$ cat src/rtl/win_scanner.sv
// -----------------------------------------------------------------------------
// win_scanner
//   Sequential tic-tac-toe board evaluator. A start request snapshots the
//   board; one of the eight lines (rows, columns, diagonals) is then checked
//   per clock. When the scan finishes, result/win_line/invalid are updated
//   together and done pulses for one cycle.
//
// Parameters
//   EARLY_EXIT : 0 = always scan all 8 lines, 1 = stop on the first winning line
//
// Ports
//   clock    : system clock, rising edge
//   reset    : asynchronous active-high reset
//   board    : 9 cells x 2 bits, cell i at [2i+1:2i] (00 blank, 01 X, 10 O, 11 rsvd)
//   start    : evaluate the current board (accepted only when idle)
//   busy     : high while a scan is in progress
//   done     : one-cycle pulse when the result outputs have just updated
//   result   : 00 none, 01 X wins, 10 O wins, 11 draw
//   win_line : lowest-numbered winning line (0 unless result is 01/10)
//   invalid  : both players own a complete line
// -----------------------------------------------------------------------------
module win_scanner #(
    parameter int EARLY_EXIT = 0
) (
    input  logic        clock,
    input  logic        reset,
    input  logic [17:0] board,
    input  logic        start,
    output logic        busy,
    output logic        done,
    output logic [1:0]  result,
    output logic [2:0]  win_line,
    output logic        invalid
);

    typedef enum logic [1:0] {
        IDLE = 2'd0,
        SCAN = 2'd1,
        DONE = 2'd2
    } state_t;

    state_t      r_state;
    logic [17:0] r_snap;
    logic [2:0]  r_cnt;
    logic        r_xf;
    logic        r_of;
    logic        r_rec;      // a winning line index has been recorded
    logic [2:0]  r_wl;       // first winning line seen this scan

    logic [11:0] w_cells;
    logic [1:0]  w_c0, w_c1, w_c2;
    logic        w_xwin, w_owin;
    logic        w_xf_n, w_of_n;
    logic        w_full;
    logic        w_last;
    logic [2:0]  w_line_n;

    // Three 4-bit cell indices of a line, first cell in the top nibble.
    function automatic logic [11:0] line_cells(input logic [2:0] l);
        logic [11:0] v;
        v = 12'h000;
        case (l)
            3'd0: v = {4'd0, 4'd1, 4'd2};
            3'd1: v = {4'd3, 4'd4, 4'd5};
            3'd2: v = {4'd6, 4'd7, 4'd8};
            3'd3: v = {4'd0, 4'd3, 4'd6};
            3'd4: v = {4'd1, 4'd4, 4'd7};
            3'd5: v = {4'd2, 4'd5, 4'd8};
            3'd6: v = {4'd0, 4'd4, 4'd8};
            3'd7: v = {4'd2, 4'd4, 4'd6};
            default: v = 12'h000;
        endcase
        return v;
    endfunction

    function automatic logic [1:0] cell_at(input logic [17:0] b, input logic [3:0] i);
        return b[{i, 1'b0} +: 2];
    endfunction

    assign w_cells = line_cells(r_cnt);
    assign w_c0    = cell_at(r_snap, w_cells[11:8]);
    assign w_c1    = cell_at(r_snap, w_cells[7:4]);
    assign w_c2    = cell_at(r_snap, w_cells[3:0]);

    // Exact-match compare: RSVD (11) can never complete a line.
    assign w_xwin  = (w_c0 == 2'b01) && (w_c1 == 2'b01) && (w_c2 == 2'b01);
    assign w_owin  = (w_c0 == 2'b10) && (w_c1 == 2'b10) && (w_c2 == 2'b10);
    assign w_xf_n  = r_xf | w_xwin;
    assign w_of_n  = r_of | w_owin;

    // The line being evaluated wins only if nothing earlier was recorded.
    assign w_line_n = r_rec ? r_wl : r_cnt;

    assign w_last = (r_cnt == 3'd7) || ((EARLY_EXIT != 0) && (w_xwin || w_owin));

    // Board is full when every cell is X or O (bits differ); blank and RSVD both block a draw.
    always_comb begin
        w_full = 1'b1;
        for (int i = 0; i < 9; i++) begin
            if (!(^r_snap[2*i +: 2])) w_full = 1'b0;
        end
    end

    always_ff @(posedge clock or posedge reset) begin
        if (reset) begin
            r_state  <= IDLE;
            r_snap   <= '0;
            r_cnt    <= '0;
            r_xf     <= 1'b0;
            r_of     <= 1'b0;
            r_rec    <= 1'b0;
            r_wl     <= '0;
            busy     <= 1'b0;
            done     <= 1'b0;
            result   <= 2'b00;
            win_line <= 3'd0;
            invalid  <= 1'b0;
        end else begin
            case (r_state)
                IDLE: begin
                    done <= 1'b0;
                    if (start) begin
                        r_snap  <= board;
                        r_cnt   <= 3'd0;
                        r_xf    <= 1'b0;
                        r_of    <= 1'b0;
                        r_rec   <= 1'b0;
                        r_wl    <= 3'd0;
                        busy    <= 1'b1;
                        r_state <= SCAN;
                    end
                end
                SCAN: begin
                    r_xf <= w_xf_n;
                    r_of <= w_of_n;
                    if (!r_rec && (w_xwin || w_owin)) begin
                        r_rec <= 1'b1;
                        r_wl  <= r_cnt;
                    end
                    if (w_last) begin
                        busy    <= 1'b0;
                        done    <= 1'b1;
                        r_state <= DONE;
                        if (w_xf_n && w_of_n) begin
                            result   <= 2'b00;
                            win_line <= 3'd0;
                            invalid  <= 1'b1;
                        end else if (w_xf_n) begin
                            result   <= 2'b01;
                            win_line <= w_line_n;
                            invalid  <= 1'b0;
                        end else if (w_of_n) begin
                            result   <= 2'b10;
                            win_line <= w_line_n;
                            invalid  <= 1'b0;
                        end else begin
                            result   <= w_full ? 2'b11 : 2'b00;
                            win_line <= 3'd0;
                            invalid  <= 1'b0;
                        end
                    end else begin
                        r_cnt <= r_cnt + 3'd1;
                    end
                end
                DONE: begin
                    done    <= 1'b0;
                    r_state <= IDLE;
                end
                default: begin
                    busy    <= 1'b0;
                    done    <= 1'b0;
                    r_state <= IDLE;
                end
            endcase
        end
    end

endmodule

$ cat config.mk
export PLATFORM = sky130hd
export DESIGN_NAME = win_scanner
export DESIGN_NICKNAME = d
export VERILOG_FILES = /design/src/rtl/win_scanner.sv
export SDC_FILE = /design/constraint.sdc
export NUM_CORES = 1
export LEC_CHECK = 0
export BUFFER_PORTS_ARGS = -buffer_cell sky130_fd_sc_hd__buf_4
export CORE_MARGIN = 5
export CORE_UTILIZATION = 40
export DETAILED_ROUTE_END_ITERATION = 8
export GPL_ROUTABILITY_DRIVEN = 0
export GPL_TIMING_DRIVEN = 1
export MAX_ROUTING_LAYER = met4
export SYNTH_ARGS = -nofsm -noshare
export SYNTH_HDL_FRONTEND = slang
export SYNTH_SLANG_ARGS = --single-unit
$ cat constraint.sdc
create_clock -name clock -period 5.3 [get_ports clock]
set_input_delay 0.265 -clock clock [delete_from_list [all_inputs] [get_ports clock]]
set_output_delay 0.265 -clock clock [all_outputs]
set_load 0.02 [all_outputs]
After elaboration in Yosys (flattened, before gate mapping)
Memory sizes are Yosys's and may differ from the RTL's.
Index checks and enable logic that the tools add are counted.
Storage, ports and cells
  memories kept: 1
  logic and storage cells: 95
  output and inout port bits: 8
  ROM bits: 80
  bits of input ports: 21
  register bits: 37
Operators by class
  equality and inequality tests: 13
  add/sub/neg operators: 1
  bitwise logic cells: 3
  mux-type cells: 36
  shift operators: 3
  reduce and logical (&&, ||, !) cells: 26
Memory list
  (name not given): words 8, bits a word 10, rd ports 1, clocked after Yosys merged registers in 0, wr ports 0, RTL line 62  | case (l)
Operator list (count)
  indexed part select 18 x 6 -> 2 bit: 3
  2-to-1 mux 3 bit: 7
  parity 2 bit: 9
  2-to-1 mux 1 bit: 16
  2-to-1 mux 2 bit: 6
  one-hot mux 3 bit (2 select lines): 2
  AND reduction 3 bit: 3
  equality test 2 x 1 -> 1 bit, second input constant: 4
  equality test 2 bit, second input constant: 4
  inequality test 2 bit, second input constant: 4
  AND reduction 2 bit: 4
  logical AND 1 bit: 6
  one-hot mux 1 bit (2 select lines): 3
  one-hot mux 2 bit (2 select lines): 1
  adder 3 x 1 -> 3 bit, second input constant: 1
  equality test 3 bit, second input constant: 1
  one-hot mux 1 bit (3 select lines): 1
  logical NOT 2 bit: 1
  OR 1 bit: 2
  nonzero test 2 bit: 1
  logical NOT 1 bit: 1
  logical OR 1 bit: 1
  inverter 1 bit: 1

Longest topological paths before layout
  depth in word-level cells: 14
  gate-level depth with buffers: 12
  mapped depth without buffers: 9

Least setup slack after synthesis
No wires, ideal clock.
  kind: register to register
  start: register r_cnt[0]
  end: register r_wl[2]
  arrival time: 3096 ps
  path slack: 2079 ps
  stages on the path, launching flop included: 12
  library setup time: 125 ps
  buffers on the path: 3
  required time: 5175 ps
  period minus slack after synthesis: 3221 ps
  cells stage by stage: dfrtp_1 -> buf_2 -> clkinv_1 -> ha_1 -> buf_2 -> clkbuf_1 -> nor2_1 -> o31ai_1 -> nand3_1 -> or4_4 -> a211o_4 -> mux2_4
On the way
  longest elaborated chain between the ends: 9
  elaborated cells on any way between the ends: 18
  those cells by class: eq/ne: 7; shift: 3; reduce/logical: 7; memory: 1
Ends and longest elaborated chain
  start: declaration: RTL line 44  | logic [2:0] r_cnt;
  start signal: assignment: RTL line 162  | r_cnt <= r_cnt + 3'd1;
  memory read (8 x 10 bit) *
  indexed part select 18 x 6 -> 2 bit: RTL line 77  | return b[{i, 1'b0} +: 2];
  equality test 2 x 1 -> 1 bit or equality test 2 bit (tied branches): RTL line 86, 87
  logical AND 1 bit (on tied branches) (2 in a row): RTL line 86, 87
  logical OR 1 bit *: RTL line 136  | if (!r_rec && (w_xwin || w_owin)) begin
  logical AND 1 bit *: RTL line 136
  inequality test 2 bit (no line) *
  AND reduction 3 bit (no line) *
  end signal: assignment: RTL line 138  | r_wl <= r_cnt;
  end: declaration: RTL line 48  | logic [2:0] r_wl;
Mark *: on every way between the ends. The rest lies on a longest branch, timed or not.
A chain may end at the register's enable or synchronous reset.

Worst setup path in the final report
Same ends and word-level chain as after synthesis.

==> run_results.csv <==
group,metric,value,unit
critical_path,max_stage_delay,0.74,ns
logic_synthesis,synth_top_area_share,39.76,%
pwr,p_comb_share,55.2,%
global_routing,busiest_layer,"met2",
pwr,p_leak,1.199,nW
sta,rsz0062_at_grt,"no",
clock_network,htree_num_levels,2,
logic_synthesis,synth_cell_type_count,46,
critical_path,crit_family,"compound AO/OA/AOI/OAI gates",
critical_path,end_kind,"flip-flop",
pwr,ir_worst_vdd,0.0002558,V
clock_network,cts_setup_buffers,0,
placed_design,io_buffers,28,
floorplanning,io_pins,29,
status,status,"complete, no violations",
critical_path,arrival,3.95,ns
clock_network,clkLatencyLatePin,0.29,ns
critical_path,worst-path-stages,9,
clock_network,cts_buffers,5,
floorplanning,start_util,41.77,%
pwr,power.switching,0.0007897,W
global_routing,grt_pass1_wl,8694,um
critical_path,crit_fanout,17,
clock_network,cts_tree,"done",
pwr,power.share.clock,10.7,%
global_routing,grt_use_total,15.08,%
drt,num_vias,1724,
cells_and_area,syn2layout_area_growth,14.29,%
sta,skew,0.007713,ns
critical_path,start_kind,"flip-flop",
sta,max_clock_freq,0.2651,GHz
worst_hold_path,min_path_type,"input pin to asynchronous set/reset pin",
clock_network,cts_root_buffer,"clkbuf_8",
drt,wl_per_cell,16.23,um
pwr,internal_power,0.0009944,W
global_routing,met2_usage,22.14,%
cells_and_area,layout_commonest_cell,"dfrtp_1",
clock_network,clockBufferDepth,2,
logic_synthesis,synth_area,2328,sq um
drt,drc_errors,0,
cells_and_area,postLayoutCoreUtil,47.74,%
logic_synthesis,synth-seq-area-share,39.76,%
critical_path,path_buf_inv,1,
sta,post-route-period-util,71.19,%
global_routing,use_met3,2.947,%
placed_design,place_hpwl,3649,um
global_routing,antenna_found_initial,0,
sta,max_slew.worst_pin.slew,0.8418,ns
logic_synthesis,ys_async_sr_fraction,100.0,%
floorplanning,floorplan.die.width,86.30,um
critical_path,crit_slowest_cell,"ha_1",
clock_network,cts.clk_slew.worst_paths,0.08,ns
cells_and_area,layout_common_cells,"dfrtp_1, buf_4, mux2_2, mux2i_1, a21oi_1",
logic_synthesis,yosys.area.top_type,"dfrtp_1",
clock_network,ctsHoldBuffers,0,
critical_path,critPathKind,"flip-flop to flip-flop",
floorplanning,fp.coreArea,5574,sq um
logic_synthesis,synth_cells,214,
floorplanning,die_h,86.30,um
job,drv_cap,0,
critical_path,cp_cell_sequence,"clkinv_1, ha_1, mux2i_1, a22o_1, o32ai_1, nand3_1, or4_4, a211o_4, mux2_4",
floorplanning,design.die.area,7447,sq um
logic_synthesis,ys_top_cells_by_area,"dfrtp_1, mux2_2, mux2i_1",
pwr,netSwitchingFraction,44.26,%
drt,viasPerCell,5.543,
floorplanning,rows,27,
sta,fin_tns_setup,0,ns
drt,wl,5047,um
global_routing,grt-ovfl-total,0,
critical_path,worstRegToRegCells,9,
logic_synthesis,ys_warn_count,0,
sta,setup_violations,0,
drt,drtIter0Drc,97,
cells_and_area,nFillCells,540,
sta,slew_violations,0,
sta,fin_crit,3.773,ns
cells_and_area,final_nets,265,
drt,first_pass_iters,4,
logic_synthesis,ys_ff_latch,37,
pwr,powerDensity,670.4,nW/um^2
sta,hold_viol,0,
global_routing,grt_pass1_vias,1735,
logic_synthesis,synth_edf_count,0,
logic_synthesis,synth.avg_cell_area,10.88,sq um
clock_network,cts_sinks,37,
cells_and_area,diodes,0,
clock_network,cts-resized-gates,0,
cells_and_area,layout-drive-gt1-share,28.45,%
critical_path,rrSetupSlack,1.53,ns
pwr,p_seq_share,34.2,%
critical_path,worstPathRequired,5.48,ns
logic_synthesis,syn_nets,241,
drt,ant_nets,0,
global_routing,gr-usage-met1,21.30,%
global_routing,grt_max_degree,38,
logic_synthesis,synthFlopType,"dfrtp_1",
sta,slew_headroom,43.88,%
per-stage QoR:
step / total power, W / std cells / hold WS (ns) / area (sq um) / worst slack (ns)
global route: 0.001932 / 311 / 0.1458 / 2661 / 1.124
global placement: 0.001582 / 303 / 0.4119 / 2579 / 1.644
CTS: 0.001788 / 311 / 0.1009 / 2661 / 1.592
finish: 0.001784 / 311 / 0.08296 / 2661 / 1.527
floorplan: 0.001362 / 214 / 0.4167 / 2328 / 2.079
detailed placement: 0.001586 / 303 / 0.4179 / 2579 / 1.587
routing by layer:
| metal | part of all wire [%] | vias up |
|---|---|---|
| li1 | - | 837 |
| met1 | 49 | 832 |
| met2 | 44 | 45 |
| met3 | 5.1 | 10 |
| met4 | 1.5 | 0 |
| met5 | 0 | - |
flip-flops by register name (all words and copies together), names as in the netlist:
name,flops
r_snap,18
r_cnt,3
r_wl,3
win_line,3
r_state,2
result,2
busy,1
done,1
invalid,1
r_of,1
r_rec,1
r_xf,1
final timing paths:
kind / from / to
hold / removal: reset / r_state[1]
min in group clock: board[10] / r_snap[10]
hold reg to reg: win_line[1] / win_line[1]
max in group asynchronous: reset / r_snap[4]
setup reg to reg: r_cnt[0] / r_wl[2]
setup / recovery: r_cnt[0] / r_wl[2]
kinds of logic (layout without fill, tap and decap cells):
group / count (synthesis) / count (layout) / synth area share, %
AOI/OAI and AO/OA: 48 / 48 / 14.03
xor gates and xnor gates: 10 / 10 / 3.762
adders and majority gates: 6 / 6 / 3.224
buffers and inverters: 22 / 47 / 4.244
DFF: 37 / 37 / 39.76
muxes: 47 / 47 / 25.15
and+or+nand+nor: 44 / 44 / 9.833
area by class of cell:
| type | instances | area (sq um) | area share [%] |
|---|---|---|---|
| Multi-Input combinational cell | 155 | 1304 | 48.99 |
| Sequential cell | 37 | 925.9 | 34.79 |
| Timing Repair Buffer | 30 | 225.2 | 8.463 |
| Tap cell | 72 | 90.09 | 3.385 |
| Clock buffer | 6 | 72.57 | 2.727 |
| Inverter | 9 | 33.78 | 1.269 |
| Clock inverter | 2 | 10.01 | 0.3761 |
power by group through the flow:
| stage | logic, W | registers [W] | clock network [W] |
|---|---|---|---|
| floorplan | 0.000828 | 0.000534 | 0 |
| global placement | 0.000970 | 0.000612 | 0 |
| detailed placement | 0.000978 | 0.000608 | 0 |
| CTS | 0.000983 | 0.000607 | 0.000198 |
| global route | 0.00109 | 0.000633 | 0.000208 |
| finish | 0.000984 | 0.000609 | 0.000191 |
synthesized netlist by cell type (3+ instances only):
library cell	count
a21oi_1	14
a22o_1	5
buf_2	7
clkbuf_1	4
dfrtp_1	37
ha_1	6
inv_1	8
mux2_2	22
mux2i_1	18
mux4_2	3
nand2_1	10
nand2b_1	3
nand3_1	4
nor2_1	13
nor2b_1	4
o21ai_0	9
o31ai_1	5
xor2_1	8
tightest hold or removal path, delay by kind of cell:
kind / cells / cell delay (ns)
buffers and inverters: 3 / 0.54
(Power assumes the default switching activity.)
